===== src/rtl/keypad_pkg.sv =====
// Shared types and constants for the 4x4 keypad scanner.
// The KEYPAD_AUTOREPEAT_EN build uses the repeat multipliers below.
package keypad_pkg;

    typedef enum logic [1:0] {
        SCAN     = 2'd0,
        DEBOUNCE = 2'd1,
        RELEASE  = 2'd2
    } kp_state_e;

    typedef logic [3:0] key_code_t;

    localparam logic [3:0] COL_RESET         = 4'b1110;
    localparam int         REPEAT_FIRST_MULT = 8;
    localparam int         REPEAT_NEXT_MULT  = 2;

    function automatic logic one_low(input logic [3:0] rows);
        case (rows)
            4'b1110, 4'b1101, 4'b1011, 4'b0111: one_low = 1'b1;
            default:                            one_low = 1'b0;
        endcase
    endfunction

    function automatic logic [1:0] low_row_idx(input logic [3:0] rows);
        case (rows)
            4'b1110: low_row_idx = 2'd0;
            4'b1101: low_row_idx = 2'd1;
            4'b1011: low_row_idx = 2'd2;
            4'b0111: low_row_idx = 2'd3;
            default: low_row_idx = 2'd0;
        endcase
    endfunction

endpackage


===== src/rtl/row_sync.sv =====
// Two-flop synchronizer for the asynchronous, pulled-up keypad rows.
module row_sync (
    input  logic       clk,
    input  logic       rst,
    input  logic [3:0] d,
    output logic [3:0] q
);
    logic [3:0] meta_r;
    logic [3:0] sync_r;

    // Two-stage capture; idle (pulled-up) rows read as all ones after reset.
    always_ff @(posedge clk or negedge rst) begin
        if (!rst) begin
            meta_r <= 4'b1111;
            sync_r <= 4'b1111;
        end else begin
            meta_r <= d;
            sync_r <= meta_r;
        end
    end

    assign q = sync_r;
endmodule


===== src/rtl/keypad_scan_ctrl.sv =====
// 4x4 keypad scanner: column rotation, debounce, release tracking and a
// held-until-ack key event. Define KEYPAD_AUTOREPEAT_EN for held-key repeat.
module keypad_scan_ctrl
    import keypad_pkg::*;
#(
    parameter int SCAN_TICKS   = 10000,
    parameter int STABLE_SCANS = 4
) (
    input  logic       clk,
    input  logic       rst,
    input  logic [3:0] row_in,
    output logic [3:0] col_out,
    output key_code_t  key_code,
    output logic       key_valid,
    input  logic       key_ack,
    output logic       key_pressed,
    output logic       overrun
);
    localparam int SLOT_W = (SCAN_TICKS > 1) ? $clog2(SCAN_TICKS) : 1;
    localparam int CNT_W  = $clog2(STABLE_SCANS + 1);
    localparam logic [SLOT_W-1:0] SLOT_LAST = SLOT_W'(SCAN_TICKS - 1);
    localparam logic [CNT_W-1:0]  CNT_LAST  = CNT_W'(STABLE_SCANS - 1);

    kp_state_e         state_r, state_s;
    logic [SLOT_W-1:0] slot_cnt_r;
    logic [1:0]        col_idx_r, col_idx_s;
    logic [1:0]        cand_row_r, cand_row_s;
    logic [CNT_W-1:0]  match_cnt_r, match_cnt_s;
    logic [3:0]        rows_s, cand_rows_s, col_out_r;
    logic              sample_s, accept_s, release_s, event_s;
    key_code_t         key_code_r;
    logic              key_valid_r, key_pressed_r, overrun_r;

    row_sync u_row_sync (.clk(clk), .rst(rst), .d(row_in), .q(rows_s));

    assign sample_s    = (slot_cnt_r == SLOT_LAST);
    assign cand_rows_s = ~(4'b0001 << cand_row_r);

    // Slot timer; its last count is the single sample point of each slot.
    always_ff @(posedge clk or negedge rst) begin
        if (!rst)          slot_cnt_r <= '0;
        else if (sample_s) slot_cnt_r <= '0;
        else               slot_cnt_r <= slot_cnt_r + SLOT_W'(1);
    end

    // Scan/debounce/release decisions; the column only moves when a slot is abandoned.
    always_comb begin
        state_s     = state_r;
        col_idx_s   = col_idx_r;
        cand_row_s  = cand_row_r;
        match_cnt_s = match_cnt_r;
        accept_s    = 1'b0;
        release_s   = 1'b0;
        if (sample_s) begin
            case (state_r)
                SCAN: begin
                    if (one_low(rows_s)) begin
                        cand_row_s  = low_row_idx(rows_s);
                        match_cnt_s = CNT_W'(1);
                        state_s     = DEBOUNCE;
                    end else begin
                        col_idx_s = col_idx_r + 2'd1;
                    end
                end
                DEBOUNCE: begin
                    if (rows_s != cand_rows_s) begin
                        state_s   = SCAN;
                        col_idx_s = col_idx_r + 2'd1;
                    end else if (match_cnt_r >= CNT_LAST) begin
                        accept_s    = 1'b1;
                        match_cnt_s = '0;
                        state_s     = RELEASE;
                    end else begin
                        match_cnt_s = match_cnt_r + CNT_W'(1);
                    end
                end
                RELEASE: begin
                    if (rows_s != 4'b1111) begin
                        match_cnt_s = '0;
                    end else if (match_cnt_r >= CNT_LAST) begin
                        release_s   = 1'b1;
                        match_cnt_s = '0;
                        state_s     = SCAN;
                        col_idx_s   = col_idx_r + 2'd1;
                    end else begin
                        match_cnt_s = match_cnt_r + CNT_W'(1);
                    end
                end
                default: begin
                    state_s     = SCAN;
                    match_cnt_s = '0;
                end
            endcase
        end else begin
            state_s = state_r;
        end
    end

`ifdef KEYPAD_AUTOREPEAT_EN
    localparam int RPT_W = $clog2(REPEAT_FIRST_MULT * STABLE_SCANS + 1);
    localparam logic [RPT_W-1:0] RPT_FIRST_LAST = RPT_W'(REPEAT_FIRST_MULT * STABLE_SCANS - 1);
    localparam logic [RPT_W-1:0] RPT_NEXT_LAST  = RPT_W'(REPEAT_NEXT_MULT * STABLE_SCANS - 1);

    logic [RPT_W-1:0] rpt_cnt_r, rpt_cnt_s;
    logic             rpt_fast_r, rpt_fast_s, repeat_s;

    // Repeat timer: counts consecutive held samples; any break restarts the long delay.
    always_comb begin
        rpt_cnt_s  = rpt_cnt_r;
        rpt_fast_s = rpt_fast_r;
        repeat_s   = 1'b0;
        if (sample_s && state_r == RELEASE && rows_s == cand_rows_s) begin
            if (rpt_cnt_r >= (rpt_fast_r ? RPT_NEXT_LAST : RPT_FIRST_LAST)) begin
                repeat_s   = 1'b1;
                rpt_cnt_s  = '0;
                rpt_fast_s = 1'b1;
            end else begin
                rpt_cnt_s = rpt_cnt_r + RPT_W'(1);
            end
        end else if (sample_s || state_r != RELEASE) begin
            rpt_cnt_s  = '0;
            rpt_fast_s = 1'b0;
        end else begin
            rpt_cnt_s = rpt_cnt_r;
        end
    end

    // Repeat timer registers.
    always_ff @(posedge clk or negedge rst) begin
        if (!rst) begin
            rpt_cnt_r  <= '0;
            rpt_fast_r <= 1'b0;
        end else begin
            rpt_cnt_r  <= rpt_cnt_s;
            rpt_fast_r <= rpt_fast_s;
        end
    end

    assign event_s = accept_s | repeat_s;
`else
    assign event_s = accept_s;
`endif

    // FSM, column and candidate registers.
    always_ff @(posedge clk or negedge rst) begin
        if (!rst) begin
            state_r     <= SCAN;
            col_idx_r   <= 2'd0;
            col_out_r   <= COL_RESET;
            cand_row_r  <= 2'd0;
            match_cnt_r <= '0;
        end else begin
            state_r     <= state_s;
            col_idx_r   <= col_idx_s;
            col_out_r   <= ~(4'b0001 << col_idx_s);
            cand_row_r  <= cand_row_s;
            match_cnt_r <= match_cnt_s;
        end
    end

    // Key event handshake: an ack on the acceptance cycle frees the slot for the new code.
    always_ff @(posedge clk or negedge rst) begin
        if (!rst) begin
            key_code_r    <= 4'h0;
            key_valid_r   <= 1'b0;
            key_pressed_r <= 1'b0;
            overrun_r     <= 1'b0;
        end else begin
            if (event_s && (!key_valid_r || key_ack)) begin
                key_code_r  <= {col_idx_r, cand_row_r};
                key_valid_r <= 1'b1;
            end else if (event_s) begin
                overrun_r <= 1'b1;
            end else if (key_ack) begin
                key_valid_r <= 1'b0;
            end else begin
                key_valid_r <= key_valid_r;
            end
            if (event_s)        key_pressed_r <= 1'b1;
            else if (release_s) key_pressed_r <= 1'b0;
            else                key_pressed_r <= key_pressed_r;
        end
    end

    assign col_out     = col_out_r;
    assign key_code    = key_code_r;
    assign key_valid   = key_valid_r;
    assign key_pressed = key_pressed_r;
    assign overrun     = overrun_r;
endmodule


===== config.mk =====
export PLATFORM = sky130hd
export DESIGN_NAME = keypad_scan_ctrl
export DESIGN_NICKNAME = d
export VERILOG_FILES = /design/src/rtl/keypad_pkg.sv /design/src/rtl/row_sync.sv /design/src/rtl/keypad_scan_ctrl.sv
export SDC_FILE = /design/constraint.sdc
export NUM_CORES = 1
export LEC_CHECK = 0
export BUFFER_PORTS_ARGS = -buffer_cell sky130_fd_sc_hd__buf_4
export CORE_AREA = 5 5 67 69
export DETAILED_ROUTE_END_ITERATION = 8
export DIE_AREA = 0 0 72 74
export HOLD_SLACK_MARGIN = 0.1
export PLACE_DENSITY = 0.73
export SLEW_MARGIN = 30
export SYNTH_ARGS = -nofsm -noshare
export SYNTH_HDL_FRONTEND = slang
export SYNTH_HIERARCHICAL = 1
export SYNTH_SLANG_ARGS = --single-unit

===== constraint.sdc =====
create_clock -name clk -period 3.4 [get_ports clk]
set_input_delay 0.34 -clock clk [delete_from_list [all_inputs] [get_ports clk]]
set_output_delay 0.34 -clock clk [all_outputs]
set_load 0.01 [all_outputs]

==> reports/results.md, run 1 <==
## Placed design
- Post-Place Setup Slack: 0.798 ns
- half-perimeter wire length of the detailed placement result: 2.58 mm
- Port Buffers: 17
- cell area after placement: 2210 µm²
- Placer Congestion: 0.840

## Hold path
- cell depth of the worst hold path: 1
- Hold WC Path Type: in -> reg

## Setup path
- Max FO, Critical Path: 10
- critical path type: reg -> reg
- critical-path cell with the highest stage delay: or4b_4
- required time of the worst setup path: 3.58 ns
- Arrival @ worst endpoint: 2.77 ns
- setup slack of the most critical reg-to-reg path: 0.81 ns
- endpoint type of the worst setup path: flop
- critical path launch point type: flop
- critical path's largest stage delay: 0.55 ns
- number of cells on the worst reg-to-reg path: 6
- series of cell instances along the critical path: or4b_4 -> nor4_4 -> buf_4 -> o2111ai_4 -> nor2b_4 -> mux2_2

## Timing
- Final Hold Viols: 0
- final setup TNS: 0 ns
- final worst setup slack: 0.808 ns
- f_max: 0.386 GHz
- Tightest Pin Transition: 0.598 ns
- part of the cycle the worst path needs: 76.2%
- number of max-slew violations in the final report: 0
- remaining max-slew budget at the tightest pin: 59.9%
- fin crit period: 2.59 ns
- Final setup violation count: 0
- setup repair after global routing missed its margin: false
- tightest hold margin: 0.147 ns
- Max Clock Skew: 0.00253 ns

## Die
- DIE HEIGHT: 74 µm
- die span in x: 72 µm
- initial standard-cell utilization of the core: 52.8%
- number of top-level design ports: 18
- number of cell rows: 23
- die footprint: 5330 µm²
- Core Footprint: 3860 µm²

## Route
- number of vias per cell: 5.64
- total via count after detailed routing: 1,421
- detailed-router iteration count before antenna repair: 4
- Detailed Route WL: 3.58 mm
- Residual DRC: 0
- remaining number of nets flagged by the antenna check after routing: 0
- post-DR wirelength/cell: 14.2 µm
- Starting DRT DRC Count: 63

## Clock tree
- Root Buffer Master: clkbuf_8
- TritonCTS clock tree: yes
- clock sinks: 42
- clock slew at the register clock pins of the worst setup and hold paths: 0.08 ns
- maximum buffer depth of the clock tree: 2
- CTS HTree Levels: 2
- clock latency on the worst-skew pair: 0.29 ns
- buffers inserted by post-CTS timing repair: 0
- number of buffers created by CTS: 5

## Synth
- proportion of register bits with asynchronous set or reset after synthesis: 100%
- number of synthesized register bits: 42
- largest family of logic cells by synthesized area: simple AND/OR/NAND/NOR gates
- post-synthesis sequential area ratio: 52.3%
- post-synthesis simple-gate area fraction: 19.1%
- xor/xnor share of the synthesized area: 6.89%
- share of the synthesized area in compound gates (AO/OA/AOI/OAI): 12.1%
- flip-flop cell with the highest count after synthesis: dfrtp_1
- YS warnings: 6
- count of flip-flops with a built-in enable after synthesis: 0
- number of instances in the synthesized netlist: 180
- share of synthesized cell area in full adder, half adder and majority cells: 1.85%
- mux share of post-synthesis cell area: 5.78%
- Synthesized Nets: 190
- Syn Std Cell Area: 2030 µm²
- post-synthesis cell type count: 46
- Syn Area/Cell: 11.3 µm²

## Power and ir drop
- P per Cell Area: 379 nW/µm²
- Internal Pwr Total: 0.000683 W
- leakage: 1.08 nW
- part of the power in the clock network: 37.9%
- post-route total power: 0.000875 W
- Peak VDD IR: 0.000252 V
- switching pwr: 0.000193 W
- Combinational Power Share: 3.2%
- register share of total power: 58.9%
- Switching Fraction: 22.0%

## Global routing
- total track usage: 15.3%
- largest net degree at the start of global routing: 43
- global-route wire length before repair: 6.25 mm
- antenna violations before repair: 0
- total overflow reported by the global router: 0
- via count of the first global-routing pass: 1,425

## Cells and area
- most frequent standard cell in the layout excluding fill and tap cells: dfrtp_1
- antenna diode instance count: 0
- area grow syn2layout: 13.7%
- fraction of final layout cells with drive strength greater than 1: 25.2%
- final instance area: 2310 µm²
- number of filler cells placed in the layout: 319
- commonest non-fill, non-tap cells in the layout: 31 x dfrtp_1, 19 x nor2_1, 18 x buf_4
- Layout Nets: 211

## Job
- # Max-Cap Violations: 0

## Run status
- run status: finished clean

==> area by class of cell <==
class | count | area (µm²) | share of cell area, %
flip-flops and latches | 42 | 1060 | 46.0
multi-input cells | 129 | 930 | 40.2
repair buffers | 19 | 145 | 6.28
clock buffers | 6 | 82.6 | 3.57
well taps | 50 | 62.6 | 2.71
inverters | 4 | 15.0 | 0.649
clock inverters | 2 | 12.5 | 0.541
==> per-stage QoR <==
stage,cells,util [%]
6_report,252,60.0
5_1_grt,252,60.0
4_1_cts,252,60.0
3_5_place_dp,243,57.2
3_3_place_gp,243,57.2
2_1_floorplan,180,-
==> synth_stat cells, types with 2 or more instances <==
cell type | n | area (µm²)
o31a_1 | 2 | 17.5
a211oi_1 | 2 | 15.0
nor2b_1 | 4 | 25.0
nor2_1 | 19 | 71.3
o211ai_1 | 2 | 15.0
nand3_1 | 3 | 15.0
nand3b_1 | 2 | 15.0
dfrtp_1 | 31 | 776
dfstp_2 | 11 | 289
nand2_1 | 14 | 52.6
xnor2_1 | 6 | 52.6
a31oi_1 | 2 | 12.5
and3_1 | 4 | 25.0
nand2b_1 | 3 | 18.8
o21ai_0 | 10 | 50.1
nand4_1 | 4 | 25.0
clkbuf_1 | 2 | 7.51
and4_1 | 3 | 26.3
buf_2 | 2 | 10.0
a21oi_1 | 3 | 15.0
and2_1 | 3 | 18.8
inv_1 | 4 | 15.0
mux2_2 | 6 | 67.6
ha_1 | 3 | 37.5
xor2_1 | 10 | 87.6
mux2i_1 | 5 | 50.1
==> layer usage <==
layer  GRT usage [%]  part of all wire, %
met4            7.52                  3.1
met2            24.5                   46
met1            19.0                   44
met5               0                    0
met3            4.86                  6.4
==> worst paths after layout <==
| path | startpoint | endpoint |
|---|---|---|
| setup / recovery | slot_cnt_r[6] | key_code[2] |
| hold / removal | row_in[3] | u_row_sync/meta_r[3] |
| setup reg to reg | slot_cnt_r[6] | key_code[2] |
| hold reg to reg | u_row_sync/meta_r[2] | u_row_sync/q[2] |
| max in group asynchronous | rst | u_row_sync/q[2] |
| min in group asynchronous | rst | cand_row_r[1] |
==> logic make-up after synthesis <==
group / after synthesis
mux: 11
simple gates: 67
fa+ha+maj: 3
flops: 42
compound gates: 32
xor+xnor: 16
buf+inv: 9
==> power groups by stage <==
stage	sequential [W]	combinational [W]	clock [W]
global placement	0.000524	0.0000273	0
floorplan	0.000519	0.0000167	0
detailed placement	0.000525	0.0000279	0
global route	0.000517	0.0000325	0.000366
CTS	0.000515	0.0000289	0.000341
finish	0.000515	0.0000280	0.000332
==> timing repair <==
action | CTS | global route
hold buffers | 1 | 0
endpoints found under the hold margin | 31 | 0
gates resized for setup | 0 | 0
==> registers in the layout, indices dropped and copies added (netlist names) <==
register and count:
cand_row_r 2, col_idx_r 2, col_out 4, key_code 4, key_pressed 1, key_valid 1
match_cnt_r 3, overrun 1, slot_cnt_r 14, state_r 2, u_row_sync/meta_r 4, u_row_sync/q 4
==> worst max-delay path, delay by kind of cell, from the launching register on <==
kind	cells	cell delay (ns)
AND/OR/NAND/NOR	3	1.25
AO/OA/AOI/OAI	1	0.18
flip-flops	1	0.41
multiplexers	1	0.36
buffers and inverters	1	0.27
Power figures use the tool's default switching activity.
==> run 2, diff against run 1 <==
--- a/config.mk
+++ b/config.mk
@@ -6,11 +6,11 @@
 export NUM_CORES = 1
 export LEC_CHECK = 0
 export BUFFER_PORTS_ARGS = -buffer_cell sky130_fd_sc_hd__buf_4
-export CORE_AREA = 5 5 67 69
+export CORE_AREA = 5 5 68 70
 export DETAILED_ROUTE_END_ITERATION = 8
-export DIE_AREA = 0 0 72 74
+export DIE_AREA = 0 0 73 75
 export HOLD_SLACK_MARGIN = 0.1
-export PLACE_DENSITY = 0.73
+export PLACE_DENSITY = 0.74
 export SLEW_MARGIN = 30
 export SYNTH_ARGS = -nofsm -noshare
 export SYNTH_HDL_FRONTEND = slang
==> constraint.sdc (replaced) <==
create_clock -name clk -period 2.09 [get_ports clk]
set_input_delay 0.209 -clock clk [delete_from_list [all_inputs] [get_ports clk]]
set_output_delay 0.209 -clock clk [all_outputs]
set_load 0.01 [all_outputs]
==> run 2 against run 1 <==
Effect of this change: the flow now finishes with violations (negative setup slack); setup slack got worse by 0.88 ns; via count increased by 12%; power increased by 78%; final cell count up 15%; worst hold slack gained 0.10 ns; combinational power is 150% higher; register-to-register slack worse by 0.88 ns.
==> reports/results.md, run 2 (synthesis gave the netlist of run 1 again) <==
## Run status
- run status: finished with violations
- failing checks: negative setup slack

## Setup path
- critical-path cell with the highest stage delay: or4b_4
- critical path launch point type: flop
- number of cells on the worst reg-to-reg path: 6
- Reg-to-Reg End: key_code[3]
- critical path's largest stage delay: 0.55 ns
- critical path type: reg -> reg
- required time of the worst setup path: 2.28 ns
- endpoint type of the worst setup path: flop
- series of cell instances along the critical path: or4b_4 -> nor4_4 -> buf_6 -> o2111ai_4 -> nor2b_4 -> mux2_4
- Max FO, Critical Path: 6
- Arrival @ worst endpoint: 2.35 ns
- beginning of the worst register-to-register path: slot_cnt_r[6]
- setup slack of the most critical reg-to-reg path: -0.07 ns

## Cells and area
- most frequent standard cell in the layout excluding fill and tap cells: buf_4
- most flop-heavy register: slot_cnt_r
- antenna diode instance count: 0
- area of all sequential standard cells: 1060 µm²
- final instance area: 2690 µm²
- area of combinational cells with multiple inputs: 996 µm²
- Layout Nets: 248
- number of filler cells placed in the layout: 305
- commonest non-fill, non-tap cells in the layout: 49 x buf_4, 31 x dfrtp_1, 18 x nor2_1
- max FFs per register: 14
- fraction of final layout cells with drive strength greater than 1: 36.8%
- area grow syn2layout: 32.3%

## Placed design
- Port Buffers: 17
- Post-Place Setup Slack: -0.132 ns
- half-perimeter wire length of the detailed placement result: 3.09 mm
- cell area after placement: 2420 µm²
- Placer Congestion: 0.930

## Die
- die footprint: 5480 µm²
- initial standard-cell utilization of the core: 52.0%
- DIE HEIGHT: 75 µm
- Core Footprint: 3910 µm²
- number of top-level design ports: 18
- number of cell rows: 23
- die span in x: 73 µm

## Route
- Detailed Route WL: 4.52 mm
- detailed-router iteration count before antenna repair: 4
- remaining number of nets flagged by the antenna check after routing: 0
- Residual DRC: 0
- number of vias per cell: 5.48
- post-DR wirelength/cell: 15.7 µm
- Starting DRT DRC Count: 132
- total via count after detailed routing: 1,585

## Clock tree
- maximum buffer depth of the clock tree: 2
- Root Buffer Master: clkbuf_8
- number of buffers created by CTS: 5
- clock latency on the worst-skew pair: 0.30 ns
- clock sinks: 42
- CTS HTree Levels: 2
- TritonCTS clock tree: yes
- clock slew at the register clock pins of the worst setup and hold paths: 0.09 ns

## Hold path
- terminating pin of the worst hold path: key_valid
- cell depth of the worst hold path: 3
- HP Start: key_ack
- Hold WC Path Type: in -> reg

## Power and ir drop
- post-route total power: 0.00156 W
- P per Cell Area: 578 nW/µm²
- Combinational Power Share: 4.5%
- switching pwr: 0.000344 W
- Internal Pwr Total: 0.00121 W
- register share of total power: 53.7%
- leakage: 1.28 nW
- part of the power in the clock network: 41.9%
- Peak VDD IR: 0.000450 V
- Switching Fraction: 22.1%

## Timing
- Max Clock Skew: 0.00774 ns
- number of max-slew violations in the final report: 0
- Final setup violation count: 9
- part of the cycle the worst path needs: 103%
- Final Hold Viols: 0
- remaining max-slew budget at the tightest pin: 66.2%
- final worst setup slack: -0.0726 ns
- fin crit period: 2.16 ns
- Tightest Pin Transition: 0.507 ns
- setup repair after global routing missed its margin: true
- f_max: 0.462 GHz

## Global routing
- via count of the first global-routing pass: 1,604
- antenna violations before repair: 0
- largest net degree at the start of global routing: 43
- global-route wire length before repair: 7.63 mm
- total track usage: 18.1%
- total overflow reported by the global router: 0

## Job
- # Max-Cap Violations: 0

==> run 2: cell count changes in the layout (fill, tap and decap cells not counted), sizes merged <==
cell and change:
buf +33, dlygate4sd3 +4, bufinv +1, clkbuf -1
clkinv -1, clkinvlp +1
==> run 2: cell type report <==
cell class / count / share of cell area, %
Multi-Input combinational cell: 129 / 37.0
Sequential cell: 42 / 39.5
Tap cell: 50 / 2.32
Timing Repair Buffer: 56 / 16.4
Clock inverter: 3 / 1.67
Clock buffer: 5 / 2.56
Inverter: 4 / 0.558
==> run 2: power by group through the flow <==
| stage | clock network (W) | logic (W) | registers, W |
|---|---|---|---|
| after detailed placement | 0 | 0.0000592 | 0.000851 |
| after global routing | 0.000702 | 0.0000777 | 0.000837 |
| after CTS | 0.000665 | 0.0000687 | 0.000835 |
| after global placement | 0 | 0.0000569 | 0.000850 |
| after floorplan | 0 | 0.0000290 | 0.000845 |
| final | 0.000652 | 0.0000698 | 0.000836 |
==> run 2: routing by layer <==
metal | wire [µm] | track usage, % | share of wire, % | vias to the layer above
li1 | - | - | - | 759
met1 | 1910 | 21.9 | 42 | 789
met2 | 2410 | 31.7 | 53 | 29
met3 | 146 | 4.14 | 3.2 | 8
met4 | 64 | 6.35 | 1.4 | 0
met5 | 0 | 0 | 0 | -
==> run 2: repair_timing <==
action                     in CTS  in global routing
resized for setup              10                  5
buffers inserted                4                  2
setup endpoints to repair      11                 16
hold buffers                    5                  0
pin swaps                       7                  3
hold endpoints to repair       35                  0
==> run 2: worst max-delay path by stage <==
stage	start	endpoint	slack [ns]
6_report	slot_cnt_r[6]	key_code[3]	-0.07
5_1_grt	slot_cnt_r[6]	cand_row_r[0]	-0.14
4_1_cts	slot_cnt_r[4]	key_code[0]	-0.1
3_5_place_dp	slot_cnt_r[6]	key_code[3]	-0.13
3_3_place_gp	slot_cnt_r[6]	key_code[3]	-0.07
2_1_floorplan	slot_cnt_r[6]	key_code[0]	-0.15
==> run 2: stage by stage <==
stage               util (%)  hold slack [ns]  setup TNS, ns  cells
finish                  68.8            0.251         -0.470    289
global route            68.8            0.268          -1.56    289
CTS                     67.9            0.251         -0.595    287
detailed placement      61.8            0.218         -0.907    270
global placement        61.8            0.206         -0.324    270
floorplan                  -          -0.0866         -0.943    180
==> run 2: critical path: cells and delay by family, from the launching register on <==
family          cells  cell delay, ns
compound gates      1            0.12
buf+inv             1            0.16
flops               1            0.38
mux                 1            0.32
simple gates        3            1.08
==> run 3, diff against run 2 <==
--- a/config.mk
+++ b/config.mk
@@ -6,9 +6,10 @@
 export NUM_CORES = 1
 export LEC_CHECK = 0
 export BUFFER_PORTS_ARGS = -buffer_cell sky130_fd_sc_hd__buf_4
-export CORE_AREA = 5 5 68 70
+export CORE_AREA = 2 2 65 67
 export DETAILED_ROUTE_END_ITERATION = 8
-export DIE_AREA = 0 0 73 75
+export DIE_AREA = 0 0 67 69
+export GPL_TIMING_DRIVEN = 0
 export HOLD_SLACK_MARGIN = 0.1
 export PLACE_DENSITY = 0.74
 export SLEW_MARGIN = 30
==> run 3 against run 2 <==
Effect of this change: the run still ends with negative setup slack left; combinational power is 3% lower; final cell count fell by 6.6%; sequential cell count did not move; critical endpoint is now key_code[1]; highest routed layer unchanged.
==> reports/results.md, run 3 (synthesis gave the netlist of run 1 again) <==
## Route
- post-DR wirelength/cell: 15.6 µm
- Detailed Route WL: 4.21 mm
- remaining number of nets flagged by the antenna check after routing: 0
- number of vias per cell: 5.68
- Residual DRC: 0
- detailed-router iteration count before antenna repair: 4
- Starting DRT DRC Count: 137
- total via count after detailed routing: 1,533

## Global routing
- total track usage: 20.4%
- antenna violations before repair: 0
- largest net degree at the start of global routing: 43
- total overflow reported by the global router: 0
- global-route wire length before repair: 7.13 mm
- via count of the first global-routing pass: 1,541

## Cells and area
- area grow syn2layout: 27.1%
- antenna diode instance count: 0
- utilization after layout: 66.1%
- commonest non-fill, non-tap cells in the layout: 30 x dfrtp_1, 29 x buf_4, 18 x nor2_1
- fraction of final layout cells with drive strength greater than 1: 32.7%
- Layout Nets: 229
- Final Non-Filler Cells: 270
- max FFs per register: 14
- most frequent standard cell in the layout excluding fill and tap cells: dfrtp_1
- most flop-heavy register: slot_cnt_r

## Setup path
- critical path type: reg -> reg
- endpoint type of the worst setup path: flop
- series of cell instances along the critical path: or4b_4 -> nor4_4 -> o2111ai_4 -> nor2b_4 -> mux2_4
- critical path's largest stage delay: 0.54 ns
- required time of the worst setup path: 2.27 ns
- Max FO, Critical Path: 4
- Arrival @ worst endpoint: 2.42 ns
- critical-path cell with the highest stage delay: or4b_4
- critical path launch point type: flop

## Die
- die span in x: 67 µm
- die footprint: 4620 µm²
- DIE HEIGHT: 69 µm
- number of cell rows: 23
- initial standard-cell utilization of the core: 52.0%
- Core Footprint: 3910 µm²
- number of top-level design ports: 18

## Timing
- fin crit period: 2.24 ns
- part of the cycle the worst path needs: 107%
- f_max: 0.447 GHz
- Final setup violation count: 14
- remaining max-slew budget at the tightest pin: 65.5%
- setup repair after global routing missed its margin: true
- final worst setup slack: -0.148 ns
- Tightest Pin Transition: 0.518 ns
- number of max-slew violations in the final report: 0
- Final Hold Viols: 0
- Max Clock Skew: 0.0126 ns

## Clock tree
- clock latency on the worst-skew pair: 0.30 ns
- CTS HTree Levels: 2
- clock sinks: 42
- TritonCTS clock tree: yes
- clock slew at the register clock pins of the worst setup and hold paths: 0.08 ns
- number of buffers created by CTS: 5
- maximum buffer depth of the clock tree: 2
- Root Buffer Master: clkbuf_8

## Placed design
- Placer Congestion: 0.826
- half-perimeter wire length of the detailed placement result: 2.72 mm
- # placed instances: 247
- Port Buffers: 17

## Job
- # Max-Cap Violations: 0

## Run status
- failing checks: negative setup slack
- run status: finished with violations

## Power and ir drop
- leakage: 1.20 nW
- Peak VDD IR: 0.000471 V
- P per Cell Area: 646 nW/µm²

## Hold path
- Hold WC Path Type: in -> reg

==> run 3: layout make-up <==
type	instances	area [µm²]
buffer	3	26.3
clock buffer	5	68.8
clock inverter	3	68.8
fill	318	1330
inverter	4	15.0
multi-input combinational	129	1010
sequential	42	1070
tap	50	62.6
timing repair buffer	34	272
==> run 3: layer usage <==
metal	up-vias	share of wire, %	global-route usage, %
li1	718	-	-
met1	746	39	24.4
met2	52	53	34.2
met3	17	5.7	5.71
met4	0	2.4	7.94
met5	-	0	0
==> run 3: repair_timing <==
item | 4_1_cts | 5_1_grt
endpoints found under the hold margin | 35 | 0
pin swaps | 8 | 8
hold buffers | 5 | 0
endpoints found under the setup margin | 18 | 18
setup buffers | 8 | 4
gates resized for setup | 17 | 7
==> run 3: report_power, final <==
group	internal (W)	switching (W)	total (W)
clock network	0.000479	0.000290	0.000769
logic	0.0000278	0.0000402	0.0000680
registers	0.000827	0.00000858	0.000835
==> run 3: critical path: cells and delay by family, from the launching register on <==
family / cells / cell delay, ns
AO/OA/AOI/OAI: 1 / 0.20
flip-flops: 1 / 0.42
AND/OR/NAND/NOR: 3 / 1.19
multiplexers: 1 / 0.32
==> run 3: stage by stage <==
| stage | TNS, ns | total power (W) | instance area (µm²) | setup WS, ns | hold WS, ns |
|---|---|---|---|---|---|
| after floorplan | -0.943 | 0.000874 | 2040 | -0.149 | -0.0866 |
| after global placement | -2.67 | 0.000902 | 2230 | -0.320 | 0.212 |
| after detailed placement | -3.39 | 0.000906 | 2230 | -0.356 | 0.223 |
| after CTS | -0.891 | 0.00168 | 2540 | -0.152 | 0.209 |
| after global routing | -2.25 | 0.00173 | 2590 | -0.202 | 0.229 |
| final | -1.12 | 0.00167 | 2590 | -0.148 | 0.212 |
==> run 3: final timing paths <==
| path | startpoint | endpoint | slack, ns | cells past startpoint |
|---|---|---|---|---|
| max reg2reg | slot_cnt_r[7] | key_code[1] | -0.15 | 5 |
| min reg2reg | u_row_sync/meta_r[1] | u_row_sync/q[1] | 0.36 | 0 |
| max in group asynchronous | rst | match_cnt_r[0] | 1.29 | 2 |
| max | slot_cnt_r[7] | key_code[1] | -0.15 | 5 |
| min | key_ack | key_valid | 0.21 | 3 |
| min in group asynchronous | rst | match_cnt_r[2] | 0.42 | 2 |
